File: config.mk
export PLATFORM = sky130hd
export DESIGN_NAME = wb_cache_arbiter_flat
export DESIGN_NICKNAME = d
export VERILOG_FILES = /design/src/rtl/wb_cache_arbiter_pkg.sv /design/src/rtl/wb_cache_arbiter_if.sv /design/src/rtl/wb_cache_arbiter_sat_counter.sv /design/src/rtl/wb_cache_arbiter.sv /design/src/flat_wrapper.sv
export SDC_FILE = /design/constraint.sdc
export NUM_CORES = 1
export LEC_CHECK = 0
export CORE_AREA = 2 2 365 367
export CTS_CLUSTER_SIZE = 25
export DETAILED_ROUTE_END_ITERATION = 8
export DIE_AREA = 0 0 367 369
export HOLD_SLACK_MARGIN = 0.08
export PLACE_DENSITY_LB_ADDON = 0.12
export SLEW_MARGIN = 15
export SYNTH_ARGS = -nofsm -noshare
export SYNTH_HDL_FRONTEND = slang
export SYNTH_SLANG_ARGS = --single-unit
File: constraint.sdc
create_clock -name clk -period 2.5 [get_ports clk]
set_clock_uncertainty 0.05 [all_clocks]
set_input_delay 0.375 -clock clk [delete_from_list [all_inputs] [get_ports clk]]
set_output_delay 0.375 -clock clk [all_outputs]
set_load 0.01 [all_outputs]
File: src/rtl/wb_cache_arbiter_pkg.sv
// rtl/wb_cache_arbiter_pkg.sv - shared types and arbitration rule for the cache-to-memory arbiter
package wb_arb_types;

    typedef enum logic [1:0] {
        IDLE    = 2'd0,
        SERVE_I = 2'd1,
        SERVE_D = 2'd2
    } arb_state_t;

    typedef enum logic {
        PORT_I = 1'b0,
        PORT_D = 1'b1
    } arb_port_t;

    // Next grant out of IDLE: lone requester wins, a tie goes to the port not served last.
    function automatic arb_state_t arb_pick(input logic i_req, input logic d_req,
                                            input arb_port_t last);
        arb_state_t pick;
        pick = IDLE;
        if (i_req && (!d_req || last == PORT_D))
            pick = SERVE_I;
        else if (d_req)
            pick = SERVE_D;
        return pick;
    endfunction

endpackage

File: src/rtl/wb_cache_arbiter_if.sv
// rtl/wb_cache_arbiter_if.sv - classic Wishbone bus bundle with master/slave views
interface wishbone #(
    parameter int ADDR_WIDTH = 12,
    parameter int DATA_WIDTH = 128,
    parameter int SEL_WIDTH  = DATA_WIDTH / 8
);
    logic                  cyc;
    logic                  stb;
    logic                  we;
    logic [ADDR_WIDTH-1:0] adr;
    logic [SEL_WIDTH-1:0]  sel;
    logic [DATA_WIDTH-1:0] dat_m;
    logic [DATA_WIDTH-1:0] dat_s;
    logic                  ack;
    logic                  rty;

    modport master (
        output cyc, stb, we, adr, sel, dat_m,
        input  dat_s, ack, rty
    );

    modport slave (
        input  cyc, stb, we, adr, sel, dat_m,
        output dat_s, ack, rty
    );
endinterface

File: src/rtl/wb_cache_arbiter_sat_counter.sv
// rtl/wb_cache_arbiter_sat_counter.sv - saturating event counter used for grant statistics
module wb_arb_sat_counter #(
    parameter int CNT_WIDTH = 32
) (
    input  logic                 clk,
    input  logic                 rst,
    input  logic                 inc,
    output logic [CNT_WIDTH-1:0] count
);

    localparam logic [CNT_WIDTH-1:0] CNT_MAX = {CNT_WIDTH{1'b1}};
    localparam logic [CNT_WIDTH-1:0] CNT_ONE = {{(CNT_WIDTH-1){1'b0}}, 1'b1};

    // Count up on each pulse, sticking at all-ones instead of wrapping.
    always_ff @(posedge clk or posedge rst) begin
        if (rst)
            count <= '0;
        else if (inc && count != CNT_MAX)
            count <= count + CNT_ONE;
    end

endmodule

File: src/rtl/wb_cache_arbiter.sv
// rtl/wb_cache_arbiter.sv - round-robin Wishbone arbiter between I-cache and D-cache
module wb_cache_arbiter
    import wb_arb_types::*;
#(
    parameter int ADDR_WIDTH = 12,
    parameter int DATA_WIDTH = 128,
    parameter int SEL_WIDTH  = DATA_WIDTH / 8,
    parameter int CNT_WIDTH  = 32
) (
    input  logic                 clk,
    input  logic                 rst,
    wishbone.slave               icache_wb,
    wishbone.slave               dcache_wb,
    wishbone.master              mem_wb,
    output logic [CNT_WIDTH-1:0] i_grant_count,
    output logic [CNT_WIDTH-1:0] d_grant_count
);

    arb_state_t state, state_next;
    arb_port_t  last_served, last_next;
    logic       i_req, d_req;
    logic       i_inc, d_inc;

    assign i_req = icache_wb.cyc & icache_wb.stb;
    assign d_req = dcache_wb.cyc & dcache_wb.stb;

    // Read data is broadcast; only the forwarded ACK tells a cache it is meant for it.
    assign icache_wb.dat_s = mem_wb.dat_s;
    assign dcache_wb.dat_s = mem_wb.dat_s;

    // State and round-robin pointer; reset leaves I as last served so D wins the first tie.
    always_ff @(posedge clk or posedge rst) begin
        if (rst) begin
            state       <= IDLE;
            last_served <= PORT_I;
        end else begin
            state       <= state_next;
            last_served <= last_next;
        end
    end

    // Next-state: arbitrate in IDLE, return to IDLE on termination or master abort.
    always_comb begin
        state_next = state;
        last_next  = last_served;
        i_inc      = 1'b0;
        d_inc      = 1'b0;
        case (state)
            IDLE: begin
                state_next = arb_pick(i_req, d_req, last_served);
                if (state_next == SERVE_I) begin
                    last_next = PORT_I;
                    i_inc     = 1'b1;
                end else if (state_next == SERVE_D) begin
                    last_next = PORT_D;
                    d_inc     = 1'b1;
                end
            end
            SERVE_I: begin
                if (!icache_wb.cyc || mem_wb.ack || mem_wb.rty)
                    state_next = IDLE;
            end
            SERVE_D: begin
                if (!dcache_wb.cyc || mem_wb.ack || mem_wb.rty)
                    state_next = IDLE;
            end
            default: state_next = IDLE;
        endcase
    end

    // Datapath: forward the owner's request to memory and memory's termination to the owner.
    always_comb begin
        mem_wb.cyc    = 1'b0;
        mem_wb.stb    = 1'b0;
        mem_wb.we     = 1'b0;
        mem_wb.adr    = {ADDR_WIDTH{1'b0}};
        mem_wb.sel    = {SEL_WIDTH{1'b0}};
        mem_wb.dat_m  = {DATA_WIDTH{1'b0}};
        icache_wb.ack = 1'b0;
        icache_wb.rty = 1'b0;
        dcache_wb.ack = 1'b0;
        dcache_wb.rty = 1'b0;
        case (state)
            SERVE_I: begin
                // STB is gated by CYC so an abort fully releases the bus in the same cycle.
                mem_wb.cyc    = icache_wb.cyc;
                mem_wb.stb    = icache_wb.stb & icache_wb.cyc;
                mem_wb.we     = icache_wb.we;
                mem_wb.adr    = icache_wb.adr;
                mem_wb.sel    = icache_wb.sel;
                mem_wb.dat_m  = icache_wb.dat_m;
                icache_wb.ack = mem_wb.ack;
                icache_wb.rty = mem_wb.rty;
            end
            SERVE_D: begin
                mem_wb.cyc    = dcache_wb.cyc;
                mem_wb.stb    = dcache_wb.stb & dcache_wb.cyc;
                mem_wb.we     = dcache_wb.we;
                mem_wb.adr    = dcache_wb.adr;
                mem_wb.sel    = dcache_wb.sel;
                mem_wb.dat_m  = dcache_wb.dat_m;
                dcache_wb.ack = mem_wb.ack;
                dcache_wb.rty = mem_wb.rty;
            end
            default: ;
        endcase
    end

    wb_arb_sat_counter #(.CNT_WIDTH(CNT_WIDTH)) u_i_cnt (
        .clk   (clk),
        .rst   (rst),
        .inc   (i_inc),
        .count (i_grant_count)
    );

    wb_arb_sat_counter #(.CNT_WIDTH(CNT_WIDTH)) u_d_cnt (
        .clk   (clk),
        .rst   (rst),
        .inc   (d_inc),
        .count (d_grant_count)
    );

endmodule

File: src/flat_wrapper.sv
// flat-port wrapper written by rule: the top's interface ports become plain ports
module wb_cache_arbiter_flat import wb_arb_types::*;
#(
    parameter int ADDR_WIDTH = 12,
    parameter int DATA_WIDTH = 128,
    parameter int SEL_WIDTH  = DATA_WIDTH / 8,
    parameter int CNT_WIDTH  = 32
)
  (clk, rst, i_grant_count, d_grant_count, icache_wb_cyc, icache_wb_stb, icache_wb_we, icache_wb_adr, icache_wb_sel, icache_wb_dat_m, icache_wb_dat_s, icache_wb_ack, icache_wb_rty, dcache_wb_cyc, dcache_wb_stb, dcache_wb_we, dcache_wb_adr, dcache_wb_sel, dcache_wb_dat_m, dcache_wb_dat_s, dcache_wb_ack, dcache_wb_rty, mem_wb_cyc, mem_wb_stb, mem_wb_we, mem_wb_adr, mem_wb_sel, mem_wb_dat_m, mem_wb_dat_s, mem_wb_ack, mem_wb_rty);
  wishbone #(.ADDR_WIDTH(ADDR_WIDTH), .DATA_WIDTH(DATA_WIDTH), .SEL_WIDTH(SEL_WIDTH)) icache_wb_i ();
  wishbone #(.ADDR_WIDTH(ADDR_WIDTH), .DATA_WIDTH(DATA_WIDTH), .SEL_WIDTH(SEL_WIDTH)) dcache_wb_i ();
  wishbone #(.ADDR_WIDTH(ADDR_WIDTH), .DATA_WIDTH(DATA_WIDTH), .SEL_WIDTH(SEL_WIDTH)) mem_wb_i ();
  input  logic clk;
  input  logic rst;
  output logic [CNT_WIDTH-1:0] i_grant_count;
  output logic [CNT_WIDTH-1:0] d_grant_count;
  input wire logic [$bits(icache_wb_i.cyc)-1:0] icache_wb_cyc;
  input wire logic [$bits(icache_wb_i.stb)-1:0] icache_wb_stb;
  input wire logic [$bits(icache_wb_i.we)-1:0] icache_wb_we;
  input wire logic [$bits(icache_wb_i.adr)-1:0] icache_wb_adr;
  input wire logic [$bits(icache_wb_i.sel)-1:0] icache_wb_sel;
  input wire logic [$bits(icache_wb_i.dat_m)-1:0] icache_wb_dat_m;
  output wire logic [$bits(icache_wb_i.dat_s)-1:0] icache_wb_dat_s;
  output wire logic [$bits(icache_wb_i.ack)-1:0] icache_wb_ack;
  output wire logic [$bits(icache_wb_i.rty)-1:0] icache_wb_rty;
  input wire logic [$bits(dcache_wb_i.cyc)-1:0] dcache_wb_cyc;
  input wire logic [$bits(dcache_wb_i.stb)-1:0] dcache_wb_stb;
  input wire logic [$bits(dcache_wb_i.we)-1:0] dcache_wb_we;
  input wire logic [$bits(dcache_wb_i.adr)-1:0] dcache_wb_adr;
  input wire logic [$bits(dcache_wb_i.sel)-1:0] dcache_wb_sel;
  input wire logic [$bits(dcache_wb_i.dat_m)-1:0] dcache_wb_dat_m;
  output wire logic [$bits(dcache_wb_i.dat_s)-1:0] dcache_wb_dat_s;
  output wire logic [$bits(dcache_wb_i.ack)-1:0] dcache_wb_ack;
  output wire logic [$bits(dcache_wb_i.rty)-1:0] dcache_wb_rty;
  output wire logic [$bits(mem_wb_i.cyc)-1:0] mem_wb_cyc;
  output wire logic [$bits(mem_wb_i.stb)-1:0] mem_wb_stb;
  output wire logic [$bits(mem_wb_i.we)-1:0] mem_wb_we;
  output wire logic [$bits(mem_wb_i.adr)-1:0] mem_wb_adr;
  output wire logic [$bits(mem_wb_i.sel)-1:0] mem_wb_sel;
  output wire logic [$bits(mem_wb_i.dat_m)-1:0] mem_wb_dat_m;
  input wire logic [$bits(mem_wb_i.dat_s)-1:0] mem_wb_dat_s;
  input wire logic [$bits(mem_wb_i.ack)-1:0] mem_wb_ack;
  input wire logic [$bits(mem_wb_i.rty)-1:0] mem_wb_rty;
  assign icache_wb_i.cyc = icache_wb_cyc;
  assign icache_wb_i.stb = icache_wb_stb;
  assign icache_wb_i.we = icache_wb_we;
  assign icache_wb_i.adr = icache_wb_adr;
  assign icache_wb_i.sel = icache_wb_sel;
  assign icache_wb_i.dat_m = icache_wb_dat_m;
  assign icache_wb_dat_s = icache_wb_i.dat_s;
  assign icache_wb_ack = icache_wb_i.ack;
  assign icache_wb_rty = icache_wb_i.rty;
  assign dcache_wb_i.cyc = dcache_wb_cyc;
  assign dcache_wb_i.stb = dcache_wb_stb;
  assign dcache_wb_i.we = dcache_wb_we;
  assign dcache_wb_i.adr = dcache_wb_adr;
  assign dcache_wb_i.sel = dcache_wb_sel;
  assign dcache_wb_i.dat_m = dcache_wb_dat_m;
  assign dcache_wb_dat_s = dcache_wb_i.dat_s;
  assign dcache_wb_ack = dcache_wb_i.ack;
  assign dcache_wb_rty = dcache_wb_i.rty;
  assign mem_wb_cyc = mem_wb_i.cyc;
  assign mem_wb_stb = mem_wb_i.stb;
  assign mem_wb_we = mem_wb_i.we;
  assign mem_wb_adr = mem_wb_i.adr;
  assign mem_wb_sel = mem_wb_i.sel;
  assign mem_wb_dat_m = mem_wb_i.dat_m;
  assign mem_wb_i.dat_s = mem_wb_dat_s;
  assign mem_wb_i.ack = mem_wb_ack;
  assign mem_wb_i.rty = mem_wb_rty;
  wb_cache_arbiter #(.ADDR_WIDTH(ADDR_WIDTH), .DATA_WIDTH(DATA_WIDTH), .SEL_WIDTH(SEL_WIDTH), .CNT_WIDTH(CNT_WIDTH)) u_core (.clk(clk), .rst(rst), .icache_wb(icache_wb_i), .dcache_wb(dcache_wb_i), .mem_wb(mem_wb_i), .i_grant_count(i_grant_count), .d_grant_count(d_grant_count));
endmodule
* After elaboration in Yosys (flattened, before gate mapping)
Cells that the tools add are included.
** Cells by class
- $add $sub $neg :: 2
- Multiply operators :: 0
- Div/mod/pow operators :: 0
- $lt $le $gt $ge :: 0
- Equality and inequality tests :: 8
- Shift operators :: 0
- Muxes and demuxes :: 23
- Bitwise logic cells :: 2
- Reduce and logical (&&, ||, !) cells :: 15
** Operators by type and width (number)
- one-hot mux 128 bit (2 select lines) :: 1
- adder 32 x 1 -> 32 bit (second input constant) :: 2
- != test 32 bit (second input constant) :: 2
- one-hot mux 16 bit (2 select lines) :: 1
- one-hot mux 12 bit (2 select lines) :: 1
- 2-to-1 mux 1 bit :: 11
- 2-to-1 mux 2 bit :: 5
- one-hot mux 1 bit (2 select lines) :: 3
- one-hot mux 2 bit (3 select lines) :: 1
- logical OR 1 bit :: 5
- equality test 2 x 1 -> 1 bit (second input constant) :: 2
- equality test 2 bit (second input constant) :: 2
- != test 2 x 1 -> 1 bit (second input constant) :: 2
- AND reduction 2 bit :: 2
- logical AND 1 bit :: 3
- zero test 1 bit :: 3
- bitwise AND 1 bit :: 2
- zero test 2 bit :: 1
- nonzero test 2 bit :: 1
** Word-level totals
- Register bits after elaboration :: 67
- Latch bits :: 0
- Bits in writable memories :: 0
- Bits in read-only memories :: 0
- Output and inout port bits :: 483
- Memories kept :: 0

* Longest topological paths before layout
Gate-level depths: netlist of the first run.
- Depth after elaboration :: 11
- Mapped depth :: 8

* Cells and area by module
A second synthesis of the first run with hierarchy kept.
** Second synthesis, totals
- Cell total of the unflattened synthesis :: 928
- Area total of the unflattened synthesis :: 7696.1 µm²
** By module, submodules not included
- wb_cache_arbiter :: instances 1, cells an instance 650, area each 4573.1 µm², seq. area each 75.1 µm²
- wb_arb_sat_counter :: instances 2, cells an instance 139, area each 1561.5 µm², seq. area each 800.8 µm²

* Worst setup path after synthesis of the first run
Ideal clock, no wire load.
- Path kind :: register -> register
- From :: register u_core.state[0]
- To :: register u_core.u_d_cnt.count[15]
- Setup time :: 0.127 ns
- Arrival time :: 2.069 ns
- Data required time :: 2.323 ns
- Path slack :: 0.255 ns
- Stages on the path, launching flop included :: 9
- Buffers on the path :: 1
- Clock period less this slack :: 2.245 ns
- Path through :: dfrtp_1 -> inv_1 -> ha_1 -> nand3_2 -> a31o_4 -> or3_1 -> buf_2 -> or4b_4 -> xnor2_2
** On the way
- Word-level cells in the longest chain between the ends :: 3
** RTL lines
- from (decl) :: RTL line wb_cache_arbiter.sv:19 : arb_state_t state, state_next;
- from (signal assigned) :: RTL line wb_cache_arbiter.sv:37 : state <= state_next;
- zero test 2 bit :: RTL line wb_cache_arbiter.sv:48 : case (state)
- 2-to-1 mux 1 bit :: RTL line wb_cache_arbiter.sv:48
- logical AND 1 bit :: RTL line wb_cache_arbiter_sat_counter.sv:18 : else if (inc && count != CNT_MAX)
- to (signal assigned) :: RTL line wb_cache_arbiter_sat_counter.sv:19 : count <= count + CNT_ONE;
- to (decl) :: RTL line wb_cache_arbiter_sat_counter.sv:8 : output logic [CNT_WIDTH-1:0] count
No other way between the ends.
A chain may end at the register's enable or synchronous reset.

* Worst setup path after layout of the first run
- From :: register u_core.state[1]
- To :: output port mem_wb_dat_m[17]
** On the way
- Word-level cells in the longest chain between the ends :: 2
- Elaborated cells between the ends (all ways) :: 3
- Classes of those cells :: eq/ne: 2; mux: 1
** RTL lines
- equality test 2 bit or equality test 2 x 1 -> 1 bit (tied branches) :: RTL line wb_cache_arbiter.sv:83 : case (state)
- one-hot mux 128 bit (2 select lines) * :: RTL line wb_cache_arbiter.sv:83
- to (decl) :: RTL line flat_wrapper.sv:40 : output wire logic [$bits(mem_wb_i.dat_m)-1:0] mem_wb_dat_m;
Every way passes the cells marked *; elsewhere a longest branch is shown, timed or not.

==> impl_metrics.yaml, run 1 <==
floorplanning:
  rows: 133
  die_w_um: 367
  io_pins: 933
  die_area_mm2: 0.135
  start_util: 0.0579
  coreArea_mm2: 0.131
  die_y_um: 369
sta:
  hold_violations: 0
  layout_setup_ws_ns: -0.0709
  setup_violations: 17
  slew_violations: 0
  relSlewSlack: 0.629
  finalCriticalPeriod_ns: 2.57
  hold_ws_ns: 0.384
  fin_crit_sh: 1.03
  worst_slew_pin_slew_ns: 0.552
  fmax_mhz: 389
  rsz0062_at_grt: "true"
setup_path:
  crit_start: "u_core.state[1]"
  crit_top_cell: "buf_4"
  crit_type: "flop to output pin"
  setup.worst_path.start_class: "flop"
  path_cells: "buf_4 > ha_4 > buf_12 > buf_6 > buf_4 > a22oi_2 > nor2b_1 > dlygate4sd2_1"
  crit_path_end_kind: "output pin"
  worst_r2r_endpoint: "u_core.u_i_cnt.count[15]"
  crit_required_ns: 2.08
  cp.arrival_ns: 2.15
  critPathSlowestCell: "dfrtp_1"
  endpoint: "mem_wb_dat_m[17]"
  critPathMaxStageDelay_ns: 0.40
  critPathMaxFanout: 6
  reg2regPathDepth: 9
  r2r_start: "u_core.state[1]"
  r2r_setup_slack_ns: 0.15
logic_synthesis:
  synth-seq-area-share: 0.221
  syn_nets: 1392
  ys_ff_latch: 67
  syn_avg_cell_area_um2: 8.11
  synth_compound_area_frac: 0.168
  synth_top_family_by_area: "buffers and inverters"
  synth.area.top_cells: "buf_4 25%, dfrtp_1 22%, a22oi_1 16%"
  synth_cell_types: 42
  synthMuxAreaShare: 0.00280
  synth_edf_count: 0
  synth_top_area_frac: 0.253
  yosys_warnings: 0
  synth_area_leader_cell: "buf_4"
  yosys.area_share.simple: 0.243
  synth_xor_area_frac: 0.0713
  synth_flop_cell: "dfrtp_1"
  synth_adder_area_share: 0.00823
  netlist_instances: 937
  async_flop_share: 1.00
  synth.cell_area_mm2: 0.00760
cts:
  cts_tree: "yes"
  clock_sinks: 67
  clock_path_buffers: 2
  clock_latency_ns: 0.36
  numCtsBuffers: 9
  h-tree-depth: 3
  root_buffer: "clkbuf_16"
  clk_pin_slew_ns: 0.06
cells_and_area:
  drive_gt1_frac: 0.330
  utilization: 0.121
  nets: 1775
  syn_to_final_growth_pct: 108
placed_design:
  routabilityCongestion: 0.779
  preCtsSetupSlack_ns: -0.241
  dpl.hpwl_um: 56500
  place.port_buffers: 548
worst_hold_path:
  hold_class: "input pin to asynchronous set/reset pin"
pwr:
  power.density_mw_per_mm2: 354
  peakVddDrop_uv: 226
  p_leak_nw: 5.59
global_route:
  grt_pass1_vias: 8983
  grt_pass1_wl_um: 86900
  grt_max_degree: 68
  grt_usage: 0.0939
  grt_overflow: 0
  antenna_found_initial: 17
drt:
  via_count: 8435
  vias_per_cell: 2.74
  dr.pass1.iters: 6
  drtAntennaViolNets: 0
  drt_iter0_markers: 280
  route.detailed.drc: 0
  routed_wl_um: 67400
  post_drt_wl_per_cell_um: 21.9
run_status:
  violations: "setup timing"
  outcome: "finished with violations"
flow_run:
  cap_viol_max_count: 0
[synth_stat cells, types with 2 or more instances]
cell	instances
a22oi_1	158
and2_1	7
and3_1	9
and4_1	8
buf_2	2
buf_4	256
clkbuf_1	55
dfrtp_1	67
ha_1	5
inv_1	8
nand2_1	27
nand3_1	28
nand4_1	18
nand4b_1	4
nor2_1	22
nor2b_1	158
nor3_1	13
nor4_1	4
o21ai_0	2
o31ai_1	2
or2_2	2
or3_1	4
xnor2_1	34
xor2_1	26
[cell families (layout without fill, tap and decap cells)]
group           Yosys count  in the layout
xor+xnor                 61             61
mux                       2              2
other cells               0              1
compound gates          169            169
simple gates            312            312
buf+inv                 321            709
flops                    67             67
fa+ha+maj                 5              5
[per-layer routing]
layer | GRT usage | part of all wire | vias up
met5 | 0.00249 | 0.0028 | -
met4 | 0.0199 | 0.019 | 26
met3 | 0.0503 | 0.12 | 82
met2 | 0.159 | 0.48 | 564
met1 | 0.103 | 0.38 | 3998
li1 | - | - | 3765
[critical path: cells and delay by family, from the launching register on]
family,cells,cell delay (ns)
buf+inv,5,0.87
flops,1,0.40
compound gates,1,0.19
fa+ha+maj,1,0.17
simple gates,1,0.11
[cells in the final DEF (no fill, tap or decap), drive strengths merged, types with 2 or more instances in the layout]
cell type | synthesis | routed
o31ai | 2 | 2
a22oi | 158 | 158
dlygate4sd2 | 0 | 34
nor4 | 6 | 6
and2 | 7 | 7
inv | 8 | 8
or3 | 4 | 4
nor3 | 13 | 13
ha | 5 | 5
xor2 | 26 | 26
nand4b | 4 | 4
nor2b | 158 | 158
nand2 | 27 | 27
clkdlybuf4s50 | 0 | 386
nand4 | 18 | 18
xnor2 | 35 | 35
nor2 | 22 | 22
clkdlybuf4s15 | 0 | 11
clkinv | 0 | 2
and3 | 9 | 9
o21ai | 2 | 2
clkbuf | 55 | 35
or2 | 2 | 2
buf | 258 | 233
dfrtp | 67 | 67
and4 | 8 | 8
nand3 | 29 | 29
[cell type report]
cell class,instances,area [um2]
multi-input combinational,549,4580
sequential,67,1680
clock inverter,2,10.0
inverter,8,30.0
timing repair buffer,685,7050
fill,15200,115000
antenna,1,2.50
clock buffer,14,264
tap,1755,2200
[where the power goes]
part	total (mW)	switching, mW	internal (mW)
clock network	1.26	0.532	0.724
registers	1.25	0.0821	1.17
logic	3.09	1.35	1.74
[state kept, by name, indices dropped and copies added, names as in the netlist]
signal                cells
u_core.last_served        1
u_core.u_d_cnt.count     32
u_core.state              2
u_core.u_i_cnt.count     32
[repair_timing]
| item | in CTS | in global routing |
|---|---|---|
| pin swaps | 8 | 12 |
| cloned | 6 | 4 |
| gates resized for setup | 451 | 167 |
| buffers inserted | 34 | 12 |
| hold buffers | 0 | 0 |
| endpoints found under the setup margin | 162 | 111 |
[worst min-delay path by stage]
stage,to,slack [ns],cells after the start
2_1_floorplan,u_core.last_served,0.45,1
3_3_place_gp,u_core.u_d_cnt.count[10],0.43,1
3_5_place_dp,u_core.u_d_cnt.count[14],0.45,1
4_1_cts,u_core.u_i_cnt.count[9],0.39,3
5_1_grt,u_core.u_i_cnt.count[13],0.43,3
6_report,u_core.u_i_cnt.count[12],0.38,3
[per-stage QoR]
step / total power, mW / instance area (um2) / setup TNS, ns / cells
2_1_floorplan: 2.47 / 7600 / 0 / 937
3_3_place_gp: 3.79 / 14200 / -2.75 / 3014
3_5_place_dp: 3.80 / 14200 / -2.92 / 3014
4_1_cts: 5.54 / 15200 / -6.29 / 3068
5_1_grt: 5.96 / 15800 / -3.16 / 3080
6_report: 5.60 / 15800 / -0.433 / 3081
Power figures use the tool's default switching activity.
==> run 2: changes to the inputs <==
--- a/config.mk
+++ b/config.mk
@@ -6,6 +6,7 @@
 export NUM_CORES = 1
 export LEC_CHECK = 0
 export CORE_AREA = 2 2 365 367
+export CTS_BUF_LIST = sky130_fd_sc_hd__clkbuf_16
 export CTS_CLUSTER_SIZE = 25
 export DETAILED_ROUTE_END_ITERATION = 8
 export DIE_AREA = 0 0 367 369
==> run 2 against run 1 <==
  * Hold slack better by 0.0019 ns
  * Cell count about the same
  * Clock-buffer cell count down 5
  * Total power down 0.77%
  * Clock power down 6%
  * Flip-flop and latch count unchanged
  * Sequential share of layout area about the same
  * Register-to-register slack better by 0.02 ns
  * The run still ends with setup timing left
  * Largest power group unchanged
  * Utilization up 0.056 points
==> impl_metrics.yaml, run 2 (synthesis gave the netlist of run 1 again) <==
run_status:
  outcome: "finished with violations"
  violations: "setup timing"
global_route:
  grt_pass1_vias: 8976
  grt_usage: 0.0939
  grt_overflow: 0
  antenna_found_initial: 17
  grt_max_degree: 68
  grt_pass1_wl_um: 86900
worst_hold_path:
  hold_class: "input pin to asynchronous set/reset pin"
sta:
  worst_slew_pin_slew_ns: 0.552
  rsz0062_at_grt: "true"
  relSlewSlack: 0.629
  setup_violations: 16
  layout_setup_ws_ns: -0.0638
  finalSetupTns_ns: -0.418
  hold_violations: 0
  finalCriticalPeriod_ns: 2.56
  fin_crit_sh: 1.03
  fmax_mhz: 390
  slew_violations: 0
setup_path:
  critPathMaxFanout: 10
  cp.arrival_ns: 2.14
  cp_num_buf_inv: 6
  critPathMaxStageDelay_ns: 0.40
  setup.worst_path.start_class: "flop"
  crit_required_ns: 2.08
  crit_path_end_kind: "output pin"
  path_cells: "buf_6 > ha_4 > buf_12 > buf_12 > buf_16 > a22oi_2 > nor2b_1 > buf_4 > buf_12"
  critPathSlowestCell: "dfrtp_1"
  crit_type: "flop to output pin"
  critPathTopFamily: "buffers and inverters"
  crit_top_cell: "buf_12"
pwr:
  p_total_mw: 5.56
  combPwrFrac: 0.563
  p_int_mw: 3.57
  p_sw_mw: 1.98
  power.density_mw_per_mm2: 350
  clkPwrFrac: 0.212
  power.share.switching: 0.357
  peakVddDrop_uv: 217
  seqPwrFrac: 0.225
  p_leak_nw: 5.55
floorplanning:
  coreArea_mm2: 0.131
  rows: 133
  io_pins: 933
  die_y_um: 369
  start_util: 0.0579
  die_w_um: 367
  die_area_mm2: 0.135
cts:
  numCtsBuffers: 9
  hold_buffers: 0
  clock_sinks: 67
  cts_tree: "yes"
  clock_latency_ns: 0.36
  root_buffer: "clkbuf_16"
  h-tree-depth: 3
  clk_pin_slew_ns: 0.06
  clock_path_buffers: 2
cells_and_area:
  instances_no_fill: 3084
  final_common_cell: "clkdlybuf4s50_1"
  final_cell_mix: "386 x clkdlybuf4s50_1, 105 x a22oi_2, 100 x nor2b_1, 96 x buf_4, 67 x dfrtp_1"
  drive_gt1_frac: 0.344
  nets: 1778
  syn_to_final_growth_pct: 109
  reg_top3: "u_core.u_d_cnt.count: 32 flops, u_core.u_i_cnt.count: 32 flops, u_core.state: 2 flops"
  n_fill_cell: 15200
placed_design:
  place_inst: 3014
  preCtsSetupSlack_ns: -0.241
  dpl.hpwl_um: 56500
  place.port_buffers: 548
  routabilityCongestion: 0.779
drt:
  drt_iter0_markers: 264
  post_drt_wl_per_cell_um: 21.9
  route.detailed.drc: 0
  routed_wl_um: 67700
  vias_per_cell: 2.74
  via_count: 8449
  dr.pass1.iters: 4
  drtAntennaViolNets: 0
flow_run:
  cap_viol_max_count: 0
==> run 2: timing repair <==
action | in CTS | in global routing
gates resized for setup | 445 | 209
gates cloned | 6 | 5
pin swaps | 8 | 10
setup endpoints to repair | 162 | 112
endpoints found under the hold margin | 0 | 0
setup buffers | 34 | 15
==> run 2: power groups by stage <==
stage / Clock [mW] / Sequential (mW) / Combinational, mW
finish: 1.18 / 1.25 / 3.13
global route: 1.29 / 1.26 / 3.36
CTS: 1.26 / 1.25 / 2.95
detailed placement: 0 / 1.27 / 2.53
global placement: 0 / 1.27 / 2.52
floorplan: 0 / 1.31 / 1.17
==> run 2: final timing paths <==
path	from	end	slack [ns]	cells after the start
max	u_core.state[0]	mem_wb_dat_m[43]	-0.06	9
min	rst	u_core.u_i_cnt.count[12]	0.39	3
max reg2reg	u_core.state[1]	u_core.u_i_cnt.count[15]	0.17	9
min reg2reg	u_core.u_d_cnt.count[10]	u_core.u_d_cnt.count[10]	0.45	1
max in group asynchronous	rst	u_core.u_d_cnt.count[8]	1.67	3
min in group clk	u_core.u_d_cnt.count[10]	u_core.u_d_cnt.count[10]	0.45	1
==> run 2: stage by stage <==
stage	util	instance area (um2)	hold slack (ns)
5_1_grt	0.121	15900	0.431
4_1_cts	0.116	15200	0.394
6_report	0.121	15900	0.386
2_1_floorplan	-	7600	0.445
3_5_place_dp	0.108	14200	0.447
3_3_place_gp	0.108	14200	0.434
==> run 2: final cells by class <==
| class | count | area [um2] | area share |
|---|---|---|---|
| clock inverter | 7 | 28.8 | 0.00181 |
| timing repair buffer | 688 | 7070 | 0.445 |
| inverter | 8 | 30.0 | 0.00189 |
| antenna | 1 | 2.50 | 0.000158 |
| clock buffer | 9 | 225 | 0.0142 |
| multi-input combinational | 549 | 4650 | 0.293 |
| tap | 1755 | 2200 | 0.138 |
| sequential | 67 | 1680 | 0.106 |
==> run 2: worst reg2reg max path: stages, from the launching register on <==
cell      delay [ns]
dfrtp_1         0.40
inv_2           0.12
ha_4            0.17
nand3_1         0.19
nor4b_1         0.48
buf_4           0.20
and3_1          0.20
buf_12          0.14
nand4b_1        0.12
xnor2_1         0.14
==> run 2: routing by layer <==
metal  track usage  routed length (um)  vias up
met5       0.00249                 191        -
met4        0.0199                1320       26
met2         0.159               32500      565
met1         0.103               25800     4009
li1              -                   -     3768
met3        0.0503                7830       81
==> run 3: changes to the inputs <==
--- a/config.mk
+++ b/config.mk
@@ -10,6 +10,7 @@
 export CTS_CLUSTER_SIZE = 25
 export DETAILED_ROUTE_END_ITERATION = 8
 export DIE_AREA = 0 0 367 369
+export GPL_ROUTABILITY_DRIVEN = 0
 export HOLD_SLACK_MARGIN = 0.08
 export PLACE_DENSITY_LB_ADDON = 0.12
 export SLEW_MARGIN = 15
==> results of run 3 <==
No change in the layout: final DEF, timing and power equal those of run 2.
